## src/rtl/left_rotate_seq.sv

```systemverilog
// Sequential 32-bit left rotator: loads B, rotates left A[4:0] times, pulses Done.
// Optional macro LROT_FAST_EN enables 4-bit steps while the remaining count is >= 4.
module left_rotate_seq (
   input  logic        clk,
   input  logic        clr,
   input  logic        Start,
   input  logic [31:0] A,
   input  logic [31:0] B,
   output logic [31:0] Result,
   output logic        Busy,
   output logic        Done,
   output logic [1:0]  o_dbg_state
);

   typedef enum logic [1:0] {
      ST_IDLE   = 2'd0,
      ST_ROTATE = 2'd1,
      ST_DONE   = 2'd2
   } state_t;

   state_t      r_state;
   state_t      w_state_nxt;
   logic [31:0] r_result;
   logic [31:0] w_result_nxt;
   logic [4:0]  r_count;
   logic [4:0]  w_count_nxt;
   logic [4:0]  w_count_dec;
   logic [31:0] w_rot;
   logic        w_unused;

   // Only the rotate amount modulo 32 matters.
   assign w_unused = ^A[31:5];

   always_ff @(posedge clk) begin
      if (!clr) begin
         r_state  <= ST_IDLE;
         r_result <= 32'd0;
         r_count  <= 5'd0;
      end else begin
         r_state  <= w_state_nxt;
         r_result <= w_result_nxt;
         r_count  <= w_count_nxt;
      end
   end

   always_comb begin
      w_state_nxt  = r_state;
      w_result_nxt = r_result;
      w_count_nxt  = r_count;
      w_rot        = {r_result[30:0], r_result[31]};
      w_count_dec  = r_count - 5'd1;
`ifdef LROT_FAST_EN
      if (r_count >= 5'd4) begin
         w_rot       = {r_result[27:0], r_result[31:28]};
         w_count_dec = r_count - 5'd4;
      end
`endif
      // The last rotate step goes straight to DONE so Done lands in cycle M+1.
      case (r_state)
         ST_IDLE: begin
            if (Start) begin
               w_result_nxt = B;
               w_count_nxt  = A[4:0];
               w_state_nxt  = (A[4:0] == 5'd0) ? ST_DONE : ST_ROTATE;
            end
         end
         ST_ROTATE: begin
            if (r_count != 5'd0) begin
               w_result_nxt = w_rot;
               w_count_nxt  = w_count_dec;
               if (w_count_dec == 5'd0) begin
                  w_state_nxt = ST_DONE;
               end
            end else begin
               w_state_nxt = ST_DONE;
            end
         end
         ST_DONE: begin
            w_state_nxt = ST_IDLE;
         end
         default: begin
            w_state_nxt = ST_IDLE;
         end
      endcase
   end

   assign Result      = r_result;
   assign Busy        = (r_state != ST_IDLE);
   assign Done        = (r_state == ST_DONE);
   assign o_dbg_state = r_state;

endmodule

```

## config.mk

```make
export PLATFORM = sky130hd
export DESIGN_NAME = left_rotate_seq
export DESIGN_NICKNAME = d
export VERILOG_FILES = /design/src/rtl/left_rotate_seq.sv
export SDC_FILE = /design/constraint.sdc
export NUM_CORES = 1
export LEC_CHECK = 0
export CAP_MARGIN = 20
export CORE_MARGIN = 2
export CORE_UTILIZATION = 40
export DETAILED_ROUTE_END_ITERATION = 6
export PLACE_DENSITY = 0.8
export SLEW_MARGIN = 20
export SYNTH_ARGS = -nofsm -noshare
export SYNTH_HDL_FRONTEND = slang
export SYNTH_SLANG_ARGS = --single-unit
```

## constraint.sdc

```tcl
create_clock -name clk -period 1.71 [get_ports clk]
set_input_delay 0.342 -clock clk [delete_from_list [all_inputs] [get_ports clk]]
set_output_delay 0.342 -clock clk [all_outputs]
set_load 0.01 [all_outputs]
```

After elaboration in Yosys (flattened, before gate mapping)
Index checks and enable logic that the tools add are counted.
- mux-type cells: 11
- equality and inequality tests: 5
- reduce and logical (&&, ||, !) cells: 8
- $add $sub $neg: 1
- operator list (kind ; count):
    $mux 32 ; 2
    $pmux 32 s2 ; 1
    $logic_not 5->1 ; 2
    $mux 5 ; 2
    $pmux 5 s2 ; 1
    $mux 2 ; 4
    $reduce_bool 5->1 ; 1
    $sub 5x1->5 const B ; 1
    $ne 2x2->1 const B ; 2
    $pmux 2 s2 ; 1
    $reduce_bool 2->1 ; 2
    $ne 3x3->1 const B ; 1
    $reduce_and 3->1 ; 1
    $eq 2x1->1 const B ; 1
    $eq 2x2->1 const B ; 1
    $logic_not 2->1 ; 1
    $reduce_and 2->1 ; 1
- input port bits: 67
- register bits after elaboration: 39
- word-level logic and storage cells: 28
- output and inout port bits: 36

Longest topological paths before layout
Gate-level depths: netlist (run 1).
- depth after elaboration: 5
- gate-level depth with buffers: 8
- depth with buffers taken out: 6

Least setup slack after synthesis (run 1)
OpenSTA, ideal clock, no wires.
- path kind: register -> register
- start: register r_count[0]
- end: register r_count[2]
- path slack: 197 ps
- library setup time: 117 ps
- data arrival time: 1396 ps
- period minus slack after synthesis: 1513 ps
- path buffers: 2
- required time: 1593 ps
- stages on the path, launching flop included: 8
- path through: dfxtp_1 inv_1 ha_1 nor4b_2 o21bai_2 buf_6 buf_6 a32o_1
- longest elaborated chain between the ends: 3
- elaborated cells on any way between the ends: 6
- classes of those cells: add/sub: 1; eq/ne: 1; mux: 2; reduce/logical: 2
- ends and longest elaborated chain (element ; line ; text):
    start: declaration ; 25 ; logic [4:0] r_count;
    start signal: assignment ; 42 ; r_count <= w_count_nxt;
    $sub 5x1->5 or $reduce_bool 5->1 (tied branches) ; 51, 68 ;
    $mux 5 or $ne 2x2->1 (tied branches) ; -- ;
    $pmux 5 s2 or $reduce_and 3->1 (tied branches) ; -- ;
Several ways; a longest one is shown, not always the timed one. The select of a mux whose other input is x is not followed.
A chain may end at the register's enable or synchronous reset.

Worst setup path after layout (run 1)
- start: register r_count[0]
- end: register r_result[23] (netlist: Result[23])
- longest elaborated chain between the ends: 3
- ends and longest elaborated chain (element ; line ; text):
    $reduce_bool 5->1 ; 68 ; if (r_count != 5'd0) begin
    $ne 2x2->1 (no line) ; -- ;
    $reduce_and 3->1 (no line) ; -- ;
    end signal: assignment ; 41 ; r_result <= w_result_nxt;
    end: declaration ; 23 ; logic [31:0] r_result;
Every way passes these cells.

==> run metrics, run 1 <==
net switching power=about 1100 uW; Max Root-Sink Buffers=2; Core Rows=26; CTS sink count=39; outcome=complete, no violations; DR pass1 iterations=4; RD Place Congestion=between 0.7 and 0.8; Reg power frac=around two fifths; core box area=roughly 5000 um2; sequential fraction of the synthesis area=37.86%; clk root buf=clkbuf_8; Worst Setup Path Type=flop to flop; RSZ-0062 raised after global routing=false; detailed-route wire length per cell=around 13 um; commonest cells in the netlist=dfxtp_1, nor2_1, a211oi_2; placed cell areas=slightly below 3000 um2; initial antenna violation count=0; first-pass GRT wire length=7079 um; M3 GR Usage=under 10%; Final Hold Viols=0; H-tree lvl count=2; min cycle time layout=1.597 ns; clock power share=a little under a fifth; Synth cell types=33; Die X=approximately 76 um; count leader, synth=dfxtp_1; FFs w/ async S/R, synth=0%; Yosys Warn Count=0; die height=~76 um; area growth from synthesis to layout=50.06%; EDFF count, synth=0; worst-margin pin slew=~0.34 ns; Crit path arrival time=around 1.8 ns; ant diodes=0; Overall Power=roughly 3100 uW; initial DRC count=38; syn nets=roughly 270; Worst Setup Start Kind=flop; ANT nets after route=0; Port Buffers=75; die area=5745 um2; CTS Buf Count=5; GR met1 Demand/Resource=18.72%; Storage cell area=approximately 800 um2; Synth top area share=37.86%; Setup crit end kind=flop; Hold WC Path Type=flop to flop; MaxCap Viol Count=0; cells after synthesis=roughly 200; Multi-input gate area=between 1000 and 1500 um2; Final Skew=~0.0052 ns; cell accounting for the most synthesized area=dfxtp_1; period utilization=between 90% and 100%; worst ir drop on vdd=0.0006736 V; Net Sw Frac=roughly a third; PwrDens=1016 nW/um2; Yosys reg bits=39; final instance area=roughly 3100 um2; met2 Usage GRT=27.39%; DRT Wirelength=~4500 um; CP required=roughly 1.9 ns; share of post-route cells with drive strength above 1=between 20% and 30%; vias in the first global route=between 1,500 and 2,000; TritonCTS clock tree=done; largest net degree at the start of global routing=25; Main synth FF type=dfxtp_1; clk slew on worst S/H paths=around 0.080 ns; GR peak layer=met2; Layout Nets=349; filler cell count=approximately 450; slowest cell delay on critical path=0.33 ns; CP Max Fanout=24; I/O Pins=103; CP max-delay cell=dfxtp_2; Initial Util=approximately 41%; Clk Latency, worst-skew pair=0.29 ns; Avg Vias per Cell=4.895; sum of negative setup slack=0 ns; post-DP HPWL=3379 um; CP Cell Sequence=inv_1 > ha_2 > nor4b_4 > o21bai_4 > buf_12 > nor2_1 > a211oi_2; final setup vio count=0; worst relative slew slack=~77%; grt ovf=0; GRT Overall Usage=approximately 16%; Leak=0.001306 uW; syn avg cell area=between 10 and 15 um2; drt drc=0; largest cells by area after synthesis=dfxtp_1, a211oi_2, mux2i_1, nor2_1, buf_6; Pint=approximately 2100 uW; vias=~1,700; synthesized area=a little over 2000 um2; Gate power share=a little over two fifths; Fmax=~630 MHz; Max Transition Viols Final=0
[layout make-up]
cell class              instances  area share, %
flip-flops and latches         39          25.48
clock buffers                   5          2.224
repair buffers                 93          30.73
well taps                      70          2.831
inverters                       3         0.3639
clock inverters                 3         0.4852
multi-input cells             138          37.89
[layer usage]
metal / vias up / wire length, um
li1: 880 / -
met1: 783 / 1951
met2: 48 / 2163
met3: 7 / 338
met4: 0 / 72
met5: - / 0
[power groups by stage]
| stage | combinational, uW | sequential, uW | clock (uW) |
|---|---|---|---|
| floorplan | 746 | 1260 | 0 |
| global placement | 1310 | 1210 | 0 |
| detailed placement | 1330 | 1220 | 0 |
| CTS | 1330 | 1200 | 627 |
| global route | 1460 | 1230 | 663 |
| finish | 1340 | 1200 | 600 |
[registers in the layout, summed over array words and instances, names as in the netlist]
signal / cells
r_count: 5
Result: 32
o_dbg_state: 2
[cells in the final DEF, fill, tap and decap left out, types with 3 or more instances in the layout]
master and count:
a211oi_2 34, a21oi_1 6, buf_12 5, buf_4 11, clkbuf_8 5, clkdlybuf4s50_1 73, clkinv_2 3, dfxtp_1 35
dfxtp_2 3, mux2i_1 32, nor2_1 37, o21ai_0 4
[timing repair]
item / CTS / global route
pin swaps: 0 / 2
hold endpoints to repair: 0 / 0
buffers inserted: 0 / 0
resized for setup: 3 / 10
hold buffers: 0 / 0
gates cloned: 0 / 1
setup endpoints to repair: 2 / 37
[worst max-delay path: cells and delay by family (launching register included)]
kind            cells  cell delay, ns
buf+inv             2            0.27
simple gates        2            0.21
flops               1            0.33
fa+ha+maj           1            0.19
compound gates      2            0.51
[cells by family after synthesis]
logic type,Yosys count,share of synthesized area [%]
AO/OA/AOI/OAI,49,25.18
XOR/XNOR,2,0.8497
adder cells (fa/ha/maj),2,1.213
buffers and inverters,20,6.857
flip-flops,39,37.86
multiplexers,32,15.53
AND/OR/NAND/NOR,53,12.50
[per-stage QoR]
stage,util (%),setup WS (ns),cells,hold WS [ns]
2_1_floorplan,-,0.1970,197,0.4550
3_3_place_gp,58.91,-0.2116,342,0.4684
3_5_place_dp,58.91,-0.2540,342,0.4801
4_1_cts,60.60,0.005108,350,0.4905
5_1_grt,61.36,0.006177,351,0.4995
6_report,61.36,0.1135,351,0.4728
[final timing paths]
kind | cells after the start | end | start | slack, ns
worst max register to register | 7 | Result[23] | r_count[0] | 0.11
worst min register to register | 1 | o_dbg_state[1] | o_dbg_state[1] | 0.47
worst min-delay path | 1 | o_dbg_state[1] | o_dbg_state[1] | 0.47
worst max-delay path | 7 | Result[23] | r_count[0] | 0.11
(Power assumes the default switching activity.)
==> run 2: changes to the inputs <==
- SKIP_LAST_GASP: unset -> 1
==> run 2 against run 1 <==
  * Non-clock buffer count unchanged
  * Critical endpoint unchanged
  * Clock skew decreased by 0.00051 ns
  * Fmax decreased by 0.68%
  * Power about the same
  * Combinational power about the same
  * Critical path depth unchanged
  * Final cell count unchanged
==> run metrics, run 2 (synthesized netlist as in run 1, its figures left out) <==
Worst R2R Path Depth=7 (unchanged); initial DRC count=38 (unchanged); Die X=75.80 um (unchanged); placed cell count=342 (unchanged); Worst Setup Path Type=flop to flop; commonest non-fill, non-tap cell in the layout=clkdlybuf4s50_1; CTS sink count=39 (unchanged); die area=5745 um2 (unchanged); clk slew on worst S/H paths=0.08 ns (about the same); final instance area=3093 um2 (about the same); Fmax=622.1 MHz (-0.68%); outcome=complete, no violations; Initial Util=40.89% (unchanged); CTS Hold Bufs=0 (unchanged); initial antenna violation count=0 (unchanged); share of post-route cells with drive strength above 1=25.62% (-0.36 points); vias in the first global route=1,657 (unchanged); Leak=0.001305 uW (about the same); post-CTS setup buffer count=0 (unchanged); ant diodes=0 (unchanged); Clk Latency, worst-skew pair=0.29 ns (about the same); Critical R2R Capture=Result[23]; Layout Nets=349 (unchanged); CP required=1.92 ns (about the same); RD Place Congestion=0.7514 (unchanged); Hold WS=0.4729 ns (+0.0001510 ns); Max Root-Sink Buffers=2 (unchanged); detailed-route wire length per cell=12.86 um (-0.27%); max FFs per register=32 (unchanged); Core Rows=26 (unchanged); hold endpoint=o_dbg_state[1]; ANT nets after route=0 (unchanged); final setup vio count=0 (unchanged); H-tree lvl count=2 (unchanged); core box area=5042 um2 (unchanged); Port Buffers=75 (unchanged); Crit path arrival time=1.82 ns (about the same); Avg Vias per Cell=4.900 (+0.12%); worst relative slew slack=77.33% (about the same); I/O Pins=103 (unchanged); period utilization=94.01% (+0.64 points); TritonCTS clock tree=done; Reg2Reg Setup Slack=0.10 ns (about the same); Final Non-Filler Cells=351 (unchanged); RSZ-0062 raised after global routing=true; MaxCap Viol Count=0 (unchanged); Setup crit end kind=flop; DRT Wirelength=4513 um (-0.27%); min cycle time layout=1.608 ns (+0.01101 ns); Final Skew=0.004714 ns (-0.0005087 ns); pre-CTS setup slack=-0.2540 ns (unchanged); largest net degree at the start of global routing=25 (unchanged); filler cell count=449 (unchanged); worst ir drop on vdd=0.0006728 V (-0.12%); vias=1,720 (+0.12%); placed cell areas=2970 um2 (unchanged); Worst Setup Start Kind=flop; DR pass1 iterations=4 (unchanged); GRT Overall Usage=16.12% (unchanged); Overall Power=3142 uW (about the same); drt drc=0 (unchanged); PwrDens=1016 nW/um2 (about the same); Final Hold Viols=0 (unchanged); worst-margin pin slew=0.3391 ns (-0.0003052 ns); final worst setup slack=0.1024 ns (-0.01101 ns); Max Transition Viols Final=0 (unchanged); CP Max Fanout=24 (unchanged); Hold WC Path Type=flop to flop; clk root buf=clkbuf_8; die height=75.80 um (unchanged); Worst Min Path Start=o_dbg_state[1]; area growth from synthesis to layout=50.00% (about the same); grt ovf=0 (unchanged); post-DP HPWL=3379 um (unchanged); hold path depth=1 (unchanged); first-pass GRT wire length=7079 um (unchanged); most frequent cells in the layout=clkdlybuf4s50_1, nor2_1, dfxtp_1; reg-to-reg critical path startpoint=r_count[0]; CTS Buf Count=5 (unchanged)
==> run 2: changes by cell type in the layout (fill, tap and decap cells not counted) <==
| cell | change |
|---|---|
| dfxtp_2 | -1 |
| dfxtp_1 | +1 |
==> run 2: layout make-up <==
class	count	area (um2)	share of cell area [%]
Timing Repair Buffer	93	950.9	30.74
Sequential cell	39	787.0	25.44
Clock inverter	3	15.01	0.4854
Multi-Input combinational cell	138	1172	37.90
Clock buffer	5	68.82	2.225
Tap cell	70	87.58	2.832
Inverter	3	11.26	0.3641
==> run 2: through the flow <==
stage	util [%]	setup TNS, ns
after floorplan	-	0
after global placement	58.91	-5.712
after detailed placement	58.91	-7.421
after CTS	60.60	0
after global routing	61.34	-0.04507
final	61.34	0
==> run 2: power breakdown <==
| part | internal, uW | switching (uW) |
|---|---|---|
| logic | 742 | 597 |
| clock network | 279 | 320 |
| registers | 1070 | 133 |
==> run 2: critical path: stages (launching register included) <==
cell and delay, ns:
dfxtp_1 0.33, inv_1 0.06, ha_2 0.19, nor4b_4 0.14
o21bai_4 0.33, buf_12 0.22, nor2_1 0.07, a211oi_2 0.18
==> run 2: layer usage <==
layer | part of all wire, % | GRT usage, % | vias up
li1 | - | - | 881
met1 | 43 | 18.72 | 781
met2 | 48 | 27.39 | 50
met3 | 7.6 | 5.159 | 8
met4 | 1.6 | 6.433 | 0
met5 | 0 | 0 | -
==> run 2: what timing repair did <==
action / in CTS / in global routing
pin swaps: 0 / 1
gates cloned: 0 / 1
gates resized for setup: 3 / 9
endpoints found under the setup margin: 2 / 37
==> run 2: worst max path at each step <==
stage,to,slack [ns],from,cells past startpoint
3_3_place_gp,r_count[0],-0.21,Start,6
4_1_cts,r_count[0],0.005,r_count[1],7
6_report,Result[23],0.10,r_count[0],7
2_1_floorplan,r_count[2],0.20,r_count[0],7
5_1_grt,Result[20],-0.02,r_count[0],7
3_5_place_dp,r_count[0],-0.25,Start,6
==> run 3: changes to the inputs <==
- RECOVER_POWER: unset -> 50
- clock period: 1.71 -> 1.87 ns (I/O delays scaled with it)
==> run 3 against run 2 <==
  * Combinational power is 14% lower
  * Final cell count down 0.57%
  * Critical path depth fell by 5
  * Utilization shrank 0.17 points
  * Clock skew is 0.0017 ns higher
  * Critical endpoint is now Busy
==> run metrics, run 3 (synthesized netlist as in run 1, its figures left out) <==
Core Rows=26 (unchanged); RD Place Congestion=0.8180 (+8.9%); ANT nets after route=0 (unchanged); final worst setup slack=0.07651 ns (-0.02593 ns); Avg Vias per Cell=4.897 (about the same); Layout Nets=347 (-0.57%); final setup vio count=0 (unchanged); Final Hold Viols=0 (unchanged); worst relative slew slack=74.40% (-2.9 points); CP max-delay cell=clkdlybuf4s50_1; post-DP HPWL=3259 um (-3.6%); DRT Wirelength=4388 um (-2.8%); final instance area=3084 um2 (-0.28%); min cycle time layout=between 1.5 and 2 ns; Max Transition Viols Final=0 (unchanged); drt drc=0 (unchanged); share of post-route cells with drive strength above 1=22.58% (-3.0 points); CP required=1.50 ns (-0.42 ns); Worst Setup Start Kind=flop; slowest cell delay on critical path=0.47 ns (+0.14 ns); Setup crit end kind=output port; detailed-route wire length per cell=12.57 um (-2.2%); Reg2Reg Setup Slack=0.15 ns (+0.05 ns); I/O Pins=103 (unchanged); Final Skew=0.006398 ns (+0.001684 ns); clk root buf=clkbuf_8; H-tree lvl count=2 (unchanged); Max Root-Sink Buffers=2 (unchanged); clk slew on worst S/H paths=0.07 ns (about the same); CP Cell Sequence=or2_2 > clkdlybuf4s50_1; hold path depth=1 (unchanged); Hold WS=0.4830 ns (+0.01003 ns); core box area=5042 um2 (unchanged); Fmax=approximately 560 MHz; CP Max Fanout=8 (-67%); TritonCTS clock tree=done; initial antenna violation count=0 (unchanged); GRT Overall Usage=16.00% (-0.12 points); Worst R2R Path Depth=7 (unchanged); commonest non-fill, non-tap cell in the layout=clkdlybuf4s50_1; RSZ-0062 raised after global routing=false; first-pass GRT wire length=7148 um (+0.97%); placed cell areas=2950 um2 (-0.67%); DR pass1 iterations=4 (unchanged); vias in the first global route=1,627 (-1.8%); PwrDens=994.2 nW/um2 (-2.1%); worst ir drop on vdd=0.0005212 V (-23%); CP startpoint=o_dbg_state[0]; pre-CTS setup slack=-0.08722 ns (+0.1668 ns); CTS Buf Count=5 (unchanged); die height=75.80 um (unchanged); grt ovf=0 (unchanged); most frequent cells in the layout=clkdlybuf4s50_1, dfxtp_1, nor2_1; CTS sink count=39 (unchanged); area growth from synthesis to layout=49.58%; Clk Latency, worst-skew pair=0.28 ns (about the same); outcome=complete, no violations; ant diodes=0 (unchanged); reg-to-reg critical path startpoint=r_count[0]; worst-margin pin slew=0.3830 ns (+0.04387 ns); Worst Setup Path Type=flop to output port; vias=1,709 (-0.64%); initial DRC count=36 (-5.3%); CP endpoint=Busy; Hold WC Path Type=flop to flop; Port Buffers=75 (unchanged); Initial Util=40.89% (unchanged); Leak=0.001344 uW (+3.0%); largest net degree at the start of global routing=24 (-4.0%); Die X=75.80 um (unchanged); period utilization=95.91%; filler cell count=430 (-4.2%); MaxCap Viol Count=0 (unchanged); max FFs per register=32 (unchanged); Crit path arrival time=1.42 ns (-0.40 ns); Critical R2R Capture=r_count[0]; die area=5745 um2 (unchanged)
-- run 3: changes by cell type in the layout (fill, tap and decap cells not counted), moves of 2 or more --
cell | previous run | this run
dlygate4sd3_1 | 0 | 33
clkdlybuf4s50_1 | 73 | 42
clkinv_2 | 3 | 0
bufinv_16 | 0 | 2
dfxtp_1 | 36 | 38
-- run 3: layout make-up --
class                           instances  area, um2  area share, %
Clock inverter                          3      67.56          2.191
Inverter                                3      11.26         0.3651
Tap cell                               70      87.58          2.840
Timing Repair Buffer                   91      917.1          29.74
Multi-Input combinational cell        138       1150          37.28
Clock buffer                            5      68.82          2.231
Sequential cell                        39      782.0          25.35
-- run 3: repair_timing --
| action | 4_1_cts | 5_1_grt |
|---|---|---|
| hold buffers | 0 | 0 |
| setup endpoints to repair | 0 | 1 |
| setup buffers | 0 | 0 |
| gates resized for setup | 0 | 1 |
-- run 3: worst min-delay path by stage --
stage | from | end | slack [ns]
after global placement | r_count[4] | r_count[4] | 0.48
after floorplan | r_count[4] | r_count[4] | 0.45
final | o_dbg_state[1] | o_dbg_state[1] | 0.48
after CTS | r_count[4] | r_count[4] | 0.49
after detailed placement | r_count[4] | r_count[4] | 0.48
after global routing | o_dbg_state[1] | o_dbg_state[1] | 0.52
-- run 3: per-layer routing --
| metal | vias up | track usage [%] | part of all wire (%) |
|---|---|---|---|
| met5 | - | 0 | 0 |
| li1 | 878 | - | - |
| met4 | 0 | 4.094 | 0.39 |
| met3 | 2 | 5.820 | 7.0 |
| met2 | 47 | 26.25 | 48 |
| met1 | 782 | 19.95 | 44 |
-- run 3: critical path: cells and delay by family (launching register included) --
kind | cells | cell delay [ns]
flops | 1 | 0.38
simple gates | 1 | 0.29
buf+inv | 1 | 0.47
-- run 3: where the power goes --
part / switching [uW] / internal, uW
clock: 291 / 532
combinational: 540 / 613
sequential: 113 / 977
total: 944 / 2120
-- run 3: per-stage QoR --
| step | utilization [%] | cells | TNS, ns | total power (uW) |
|---|---|---|---|---|
| 3_5_place_dp | 58.51 | 341 | -1.230 | 2325 |
| 3_3_place_gp | 58.51 | 341 | -0.5879 | 2300 |
| 4_1_cts | 61.22 | 349 | 0 | 3162 |
| 5_1_grt | 61.17 | 349 | 0 | 3262 |
| 6_report | 61.17 | 349 | 0 | 3066 |
| 2_1_floorplan | - | 197 | 0 | 1838 |
